### config.mk
export PLATFORM = sky130hd
export DESIGN_NAME = hex_display_scroller
export DESIGN_NICKNAME = d
export VERILOG_FILES = /design/src/rtl/hex_display_scroller.sv
export SDC_FILE = /design/constraint.sdc
export NUM_CORES = 1
export LEC_CHECK = 0
export ABC_AREA = 1
export BUFFER_PORTS_ARGS = -buffer_cell sky130_fd_sc_hd__buf_2
export CAP_MARGIN = 0
export CORE_UTILIZATION = 60
export CTS_BUF_LIST = sky130_fd_sc_hd__clkbuf_2
export DETAILED_ROUTE_END_ITERATION = 7
export GPL_ROUTABILITY_DRIVEN = 0
export PLACE_DENSITY = 0.81
export SLEW_MARGIN = 0
export SYNTH_ARGS = -nofsm -noshare
export SYNTH_HDL_FRONTEND = slang
export SYNTH_SLANG_ARGS = --single-unit
### constraint.sdc
create_clock -name Clock -period 7.32 [get_ports Clock]
set_clock_uncertainty 0.2 [all_clocks]
set_input_delay 0.366 -clock Clock [delete_from_list [all_inputs] [get_ports Clock]]
set_output_delay 0.366 -clock Clock [all_outputs]
set_load 0.01 [all_outputs]
### src/rtl/hex_display_scroller.sv
// hex_display_scroller
//   Drives NUM_DIGITS active-low seven-segment digits from a DATA_WIDTH-bit
//   value. It supports live, hold and scroll display modes, leading-zero
//   blanking, and blinking. A free-running tick of TICK_DIV cycles paces
//   both the scrolling and the blinking.
//
// Ports
//   Clock        : rising-edge clock
//   Reset        : asynchronous, active-high reset
//   Data         : value to display
//   Load         : single-cycle capture strobe (used in hold/scroll/reserved)
//   Mode         : 00 live, 01 hold, 10 scroll, 11 reserved (acts as hold)
//   BlankLZ      : blank digits above the highest non-zero displayed nibble
//   Blink        : blank the whole display while the blink phase is set
//   SegOut       : registered segments; digit k at [7k+6:7k], bit 0 = a
//   WindowOffset : nibble index shown on digit 0
//   Tick         : one-cycle pulse every TICK_DIV cycles
module hex_display_scroller #(
  parameter int unsigned DATA_WIDTH = 32,
  parameter int unsigned NUM_DIGITS = 8,
  parameter int unsigned TICK_DIV   = 6750000,
  localparam int unsigned NIBBLES   = DATA_WIDTH / 4,
  localparam int unsigned OFF_W     = (NIBBLES > 1) ? $clog2(NIBBLES) : 1
) (
  input  logic                      Clock,
  input  logic                      Reset,
  input  logic [DATA_WIDTH-1:0]     Data,
  input  logic                      Load,
  input  logic [1:0]                Mode,
  input  logic                      BlankLZ,
  input  logic                      Blink,
  output logic [7*NUM_DIGITS-1:0]   SegOut,
  output logic [OFF_W-1:0]          WindowOffset,
  output logic                      Tick
);

  localparam int unsigned CNT_W = $clog2(TICK_DIV);
  localparam int unsigned IDX_W = $clog2(DATA_WIDTH);
  localparam logic [CNT_W-1:0] CNT_MAX = CNT_W'(TICK_DIV - 1);
  localparam logic [OFF_W-1:0] MAX_OFF = OFF_W'(NIBBLES - NUM_DIGITS);

  typedef enum logic [1:0] {
    MODE_LIVE   = 2'b00,
    MODE_HOLD   = 2'b01,
    MODE_SCROLL = 2'b10,
    MODE_RSVD   = 2'b11
  } mode_e;

  mode_e                   mode;
  mode_e                   mode_q;
  logic [DATA_WIDTH-1:0]   shown;
  logic [CNT_W-1:0]        tick_cnt;
  logic                    phase;
  logic                    restart;
  logic [3:0]              nib [NUM_DIGITS];
  logic [NUM_DIGITS-1:0]   nz;
  logic [7*NUM_DIGITS-1:0] seg_next;

  function automatic logic [6:0] hex7(input logic [3:0] n);
    case (n)
      4'h0: hex7 = 7'b1000000;
      4'h1: hex7 = 7'b1111001;
      4'h2: hex7 = 7'b0100100;
      4'h3: hex7 = 7'b0110000;
      4'h4: hex7 = 7'b0011001;
      4'h5: hex7 = 7'b0010010;
      4'h6: hex7 = 7'b0000010;
      4'h7: hex7 = 7'b1111000;
      4'h8: hex7 = 7'b0000000;
      4'h9: hex7 = 7'b0010000;
      4'hA: hex7 = 7'b0001000;
      4'hB: hex7 = 7'b0000011;
      4'hC: hex7 = 7'b1000110;
      4'hD: hex7 = 7'b0100001;
      4'hE: hex7 = 7'b0000110;
      4'hF: hex7 = 7'b0001110;
    endcase
  endfunction

  assign mode = mode_e'(Mode);
  assign Tick = (tick_cnt == CNT_MAX);

  // A mode change, or a fresh capture while scrolling, restarts the window
  // and the tick phase so the new content is shown from its start.
  assign restart = (mode != mode_q) || ((mode == MODE_SCROLL) && Load);

  always_ff @(posedge Clock or posedge Reset) begin
    if (Reset) begin
      shown  <= '0;
      mode_q <= MODE_LIVE;
    end else begin
      mode_q <= mode;
      if ((mode == MODE_LIVE) || Load) begin
        shown <= Data;
      end
    end
  end

  always_ff @(posedge Clock or posedge Reset) begin
    if (Reset) begin
      tick_cnt <= '0;
    end else if (restart || Tick) begin
      tick_cnt <= '0;
    end else begin
      tick_cnt <= tick_cnt + 1'b1;
    end
  end

  always_ff @(posedge Clock or posedge Reset) begin
    if (Reset) begin
      phase <= 1'b0;
    end else if (Tick) begin
      phase <= ~phase;
    end
  end

  always_ff @(posedge Clock or posedge Reset) begin
    if (Reset) begin
      WindowOffset <= '0;
    end else if (restart || (mode != MODE_SCROLL)) begin
      WindowOffset <= '0;
    end else if (Tick) begin
      WindowOffset <= (WindowOffset == MAX_OFF) ? '0 : WindowOffset + 1'b1;
    end
  end

  for (genvar k = 0; k < NUM_DIGITS; k++) begin : g_digit
    logic [IDX_W-1:0] base;
    logic             blank;

    assign base  = IDX_W'({WindowOffset, 2'b00}) + IDX_W'(4 * k);
    assign nib[k] = shown[base +: 4];
    assign nz[k]  = |nib[k];
    // Leading-zero blank: no non-zero nibble at this digit or any above it.
    assign blank = (Blink && phase) ||
                   (BlankLZ && (k != 0) && !(|nz[NUM_DIGITS-1:k]));
    assign seg_next[7*k +: 7] = blank ? '1 : hex7(nib[k]);
  end

  always_ff @(posedge Clock or posedge Reset) begin
    if (Reset) begin
      SegOut <= '1;
    end else begin
      SegOut <= seg_next;
    end
  end

endmodule

Word-level counts from Yosys, hierarchy flattened. Memories as Yosys holds them, arrays and structs flattened. Index checks and enable logic that the tools add are counted.

$add $sub $neg: 9. Multiply operators: 0. Div/mod/pow operators: 0. Magnitude comparators: 0. Eq/ne operators: 4. Shift operators: 8. Multiplexer cells: 12. Bitwise operators: 1. Reduce and logical (&&, ||, !) cells: 37.

Operator list (count): $shiftx A32 B6 Y4 (8); $mux W7 (8); $reduce_or A28 Y1 (1); $reduce_or A24 Y1 (1); $add A23 B1 Y23 const B (1); $eq A23 B23 Y1 const B (1); $mux W23 (1); $add A5 B5 Y5 const B (4); $reduce_or A20 Y1 (1); $reduce_or A16 Y1 (1); $reduce_or A12 Y1 (1); $logic_or A1 B1 Y1 (11); $add A5 B4 Y5 const B (2); $logic_and A1 B1 Y1 (9); $mux W3 (3); $reduce_or A8 Y1 (1); $logic_not A1 Y1 (7); $add A5 B3 Y5 const B (1); $reduce_or A4 Y1 (1); $add A3 B1 Y3 const B (1); $logic_not A3 Y1 (1); $eq A2 B2 Y1 const B (1); $logic_not A2 Y1 (1); $ne A2 B2 Y1 (1); 3 further kinds (3).

Register bits after elaboration: 117. Latch bits: 0. Bits in writable memories: 0. Bits in read-only memories: 896. Input bits: 39. Output and inout bits: 60. Logic and storage cells: 85. Memories: 8.

Memories: (no name shown) (words 16, bits a word 7, read ports 1, clocked after memory_dff 0, write ports 0, RTL line 60) `case (n)`; (no name shown) (words 16, bits a word 7, read ports 1, clocked after memory_dff 0, write ports 0, RTL line 60); (no name shown) (words 16, bits a word 7, read ports 1, clocked after memory_dff 0, write ports 0, RTL line 60); (no name shown) (words 16, bits a word 7, read ports 1, clocked after memory_dff 0, write ports 0, RTL line 60); (no name shown) (words 16, bits a word 7, read ports 1, clocked after memory_dff 0, write ports 0, RTL line 60); (no name shown) (words 16, bits a word 7, read ports 1, clocked after memory_dff 0, write ports 0, RTL line 60); 2 more memories.

Longest topological paths before layout.
Word-level depth: 7. Mapped depth: 20. Gate-level depth less buffers: 15.

Worst setup path before layout. Ideal clock, no wire load.

Kind: register -> register. From: register WindowOffset[1]. To: register SegOut[11]. Setup time: 0.080 ns. Arrival time: 2.918 ns. Data required time: 7.040 ns. Slack: 4.122 ns. Cell stages (with the launch flop): 19. Path buffers: 4. Clock period less this slack: 3.198 ns. Cells stage by stage: dfrtp_1 buf_4 clkinv_1 buf_2 ha_1 buf_2 inv_2 buf_2 nand2_1 nand2_1 o21ai_0 inv_1 ha_1 nand3_2 nor2_4 nand2_4 nand2_4 nand2_4 nand2_1.

Word-level cells in the longest chain between the ends: 7. Elaborated cells on any way between the ends: 20. Those cells by class: 7 x add/sub; 7 x shift; 1 x mux; 4 x reduce/logical; 1 x memory.

RTL lines: start, declared (RTL line 33) `output logic [OFF_W-1:0] WindowOffset,`; start signal, assigned (RTL line 123) `WindowOffset <= (WindowOffset == MAX_OFF) ? '0 : WindowOffset + 1'b1;`; branches (longest 6 deep; another with $mem_v2 Z16 W7); $mux W7 * (RTL line 137) `assign seg_next[7*k +: 7] = blank ? '1 : hex7(nib[k]);`; via seg_next[11] (RTL line 57) `logic [7*NUM_DIGITS-1:0] seg_next;`; end signal, assigned (RTL line 144) `SegOut <= seg_next;`; end, declared (RTL line 32) `output logic [7*NUM_DIGITS-1:0] SegOut,`.

Mark *: on every way through the listed nets, which the timed path passes. A chain may end at the register's enable or synchronous reset.

Worst setup path in the final report.
From: register WindowOffset[1]. To: register SegOut[18].

Word-level cells in the longest chain between the ends: 7. Elaborated cells on any way between the ends: 18. Those cells by class: 6 x add/sub; 6 x shift; 1 x mux; 4 x reduce/logical; 1 x memory.

RTL lines (RTL line): branches (longest 6 deep; another with $mem_v2 Z16 W7); $mux W7 * (137); via seg_next[18] (57).

Marked as above.

==> out/results.txt <==
Run status = finished, final reports clean
Cell Count, Final, Fillers Out = 1,355
EDFF count, synth = 0
Setup_tns = 0 ns
Die ar. = 13,400 um^2
Initial Utilization = 61.6%
Max-Cap Viols = 0
Ys async rst share = 100%
Clock latency on the worst-skew pair = 0.73 ns
Synth warnings = 0
Post-synth top area share = 19.6%
Mapped Cells = 1,038
Initial antenna violation count = 0
Seq cells post-synth = 117
Hold path start = Load
CP top delay family = adder cells
Syn Area/Cell = 7.49 um^2
Diode count = 0
CP startpoint = WindowOffset[1]$_DFFE_PP0P_
Longest Clk Path Bufs = 2
Share of cells above drive strength 1 = 21.1%
Synth cell types = 42
Crit path required time = 7.78 ns
Post-synth top cells = 342 x nand2_1, 107 x nand3_1, 93 x inv_1, 72 x nor2_1, 61 x dfrtp_1
Finish-stage setup viols = 0
# port buffers = 98
Area leader, netlist = dfrtp_1
CTS tree = built
Most common cell in the netlist = nand2_1
Core area = 12,600 um^2
Slew @ Worst Pin = 1.05 ns
Unrepaired setup endpoints after global routing = no
Tot GR Track Use = 28.6%
H-Tree Depth = 4
CP max FO = 20
Worst setup SP type = flip-flop
Row cnt = 41
Via count = 7,307
Relative slew slack = 29.8%
Final hold violations = 0
Cell Pwr Density = 179 nW/um^2
Root buf cell = clkbuf_2
Setup bufs post-CTS = 0
Critical path class = flip-flop to flip-flop
Nets = 1,261
Post-route ant nets = 0
Cell total after placement = 1,286
Avg WL per Cell = 13.5 um
CTS sink count = 117
DR vias/cell = 5.39
WL final = 18.3 mm
Cells along the critical path = clkinv_1 > ha_1 > inv_2 > nand2_1 > nand2_1 > o21ai_0 > inv_1 > ha_1 > nand3_2 > nor2_4 > nand2_4 > nand2_4 > nand2_4 > nand2_1
Hold WC Path Type = input pin to flip-flop
Largest net degree at the start of global routing = 69
CP arrival = 4.96 ns
Fin. max-slew vios = 0
Post-synth top flop = dfrtp_1
Mapped Nets = 1,129
Fmax = 222 MHz
First-pass GRT wire length = 29.5 mm
Post-Syn Area = 7770 um^2
Vias in the first global route = 6,222
Gr ovfl total = 0
Worst R2R Start = WindowOffset[1]$_DFFE_PP0P_
Final worst path period share = 61.4%
Drt first pass iters = 6
Maximum vdd ir drop = 101 uV
Clock transition at path regs = 0.19 ns
IO Count = 99
P&R area growth vs syn = 15.2%
DRC errors left = 0
Drt first-iter violations = 561
Sequential element share of the synthesized area = 38.6%
Endpoint class of the critical path = flip-flop
CP bufs+invs = 3
Die W = 116 um
Lkg Pwr = 0.00464 uW
Slowest Stage Delay on Critical Path = 0.85 ns
Final HPWL from detailed placement = 13.3 mm
CTS buffer count = 17
Die Y = 116 um
Synth top area cells = dfrtp_1 20%, dfstp_2 19%, nand2_1 17%
Final Critical Period = 4.50 ns
Slowest cell on the critical path = ha_1
Final hold slack = 0.0909 ns
## cell families (layout without fill, tap and decap cells)
logic type | count (synthesis) | in the layout | synth area share (%)
adders and majority gates | 52 | 52 | 8.37
xor gates and xnor gates | 10 | 10 | 1.71
DFF | 117 | 117 | 38.6
AOI/OAI and AO/OA | 110 | 110 | 7.95
muxes | 23 | 23 | 3.33
and+or+nand+nor | 599 | 599 | 33.3
buffers and inverters | 127 | 272 | 6.73
## timing repair
| item | CTS | global route |
|---|---|---|
| hold buffers | 37 | 0 |
| gates resized for setup | 0 | 0 |
| setup endpoints to repair | 0 | 0 |
| hold endpoints to repair | 108 | 0 |
## worst reg2reg max path, stage by stage (launching register included)
cell and delay (ns):
dfrtp_1 0.84, clkinv_1 0.64, ha_1 0.85, inv_2 0.25
nand2_1 0.12, nand2_1 0.08, o21ai_0 0.45, inv_1 0.18
ha_1 0.26, nand3_2 0.11, nor2_4 0.05, nand2_4 0.12
nand2_4 0.09, nand2_4 0.14, nand2_1 0.07
## path summary, 6_finish.rpt
check	end	slack, ns	cells past startpoint
min in group asynchronous	shown[0]$_DFFE_PP0P_	0.64	4
worst max-delay path	SegOut[18]$_DFF_PP1_	2.82	14
worst max register to register	SegOut[18]$_DFF_PP1_	2.82	14
worst min register to register	phase$_DFFE_PP0P_	0.29	1
worst min-delay path	tick_cnt[11]$_DFF_PP0_	0.09	7
max in group asynchronous	WindowOffset[1]$_DFFE_PP0P_	5.06	5
## per-stage QoR
stage	total power [uW]	setup WS (ns)	cell area [um^2]	utilization (%)
after floorplan	1060	3.75	7770	-
after global placement	1180	3.11	8370	66.3
after detailed placement	1190	2.97	8370	66.3
after CTS	1610	2.95	8960	71.0
after global routing	1700	2.39	8960	71.0
final	1600	2.82	8960	71.0
## flip-flops by register name, indices dropped and copies added (netlist names)
signal and cells:
phase 1, WindowOffset 3, SegOut 56, mode_q 2, tick_cnt 23, shown 32
## cells in the final DEF (no fill, tap or decap), types with 2 or more instances in the layout
cell type,Yosys,routed
clkinv_2,0,4
mux2_2,23,23
nor3b_1,2,2
nor3_1,25,25
nand2_2,12,12
nand3b_1,3,3
dlygate4sd3_1,0,37
inv_1,93,92
clkinvlp_4,0,2
and2_1,3,3
nand3_2,4,4
inv_4,1,4
a31oi_1,4,4
dfrtp_1,61,61
nor4_1,6,6
nor2_1,72,72
bufinv_16,0,2
dfstp_2,56,56
nand2_4,4,4
nand2_1,342,342
inv_2,7,7
buf_4,2,3
nand4_1,17,17
xnor2_1,4,4
o21ai_2,2,3
xor2_4,2,2
ha_1,52,52
a21oi_1,30,30
xor2_1,3,3
o211ai_1,9,9
buf_2,11,98
o21ai_0,56,56
nand3_1,107,107
clkbuf_2,0,22
a211oi_1,2,2
## power breakdown
part	switching, uW	leakage (uW)	internal [uW]
Combinational	261	0.00313	157
Clock	240	0.000145	161
Sequential	29.2	0.00136	752
Total	530	0.00464	1070
## per-layer routing
layer,part of all wire (%),vias up,global-route usage [%]
li1,-,3644,-
met1,44,3309,38.5
met2,46,302,45.0
met3,6.5,52,6.22
met4,2.7,0,11.5
met5,0,-,0
## layout make-up
type	instances	area, um^2
Clock inverter	10	108
Fill cell	1024	3660
Inverter	102	388
Clock buffer	22	110
Timing Repair Buffer	138	883
Sequential cell	117	3000
Multi-Input combinational cell	794	4260
Tap cell	172	215
Note: power is estimated with default switching activity, not from simulation.
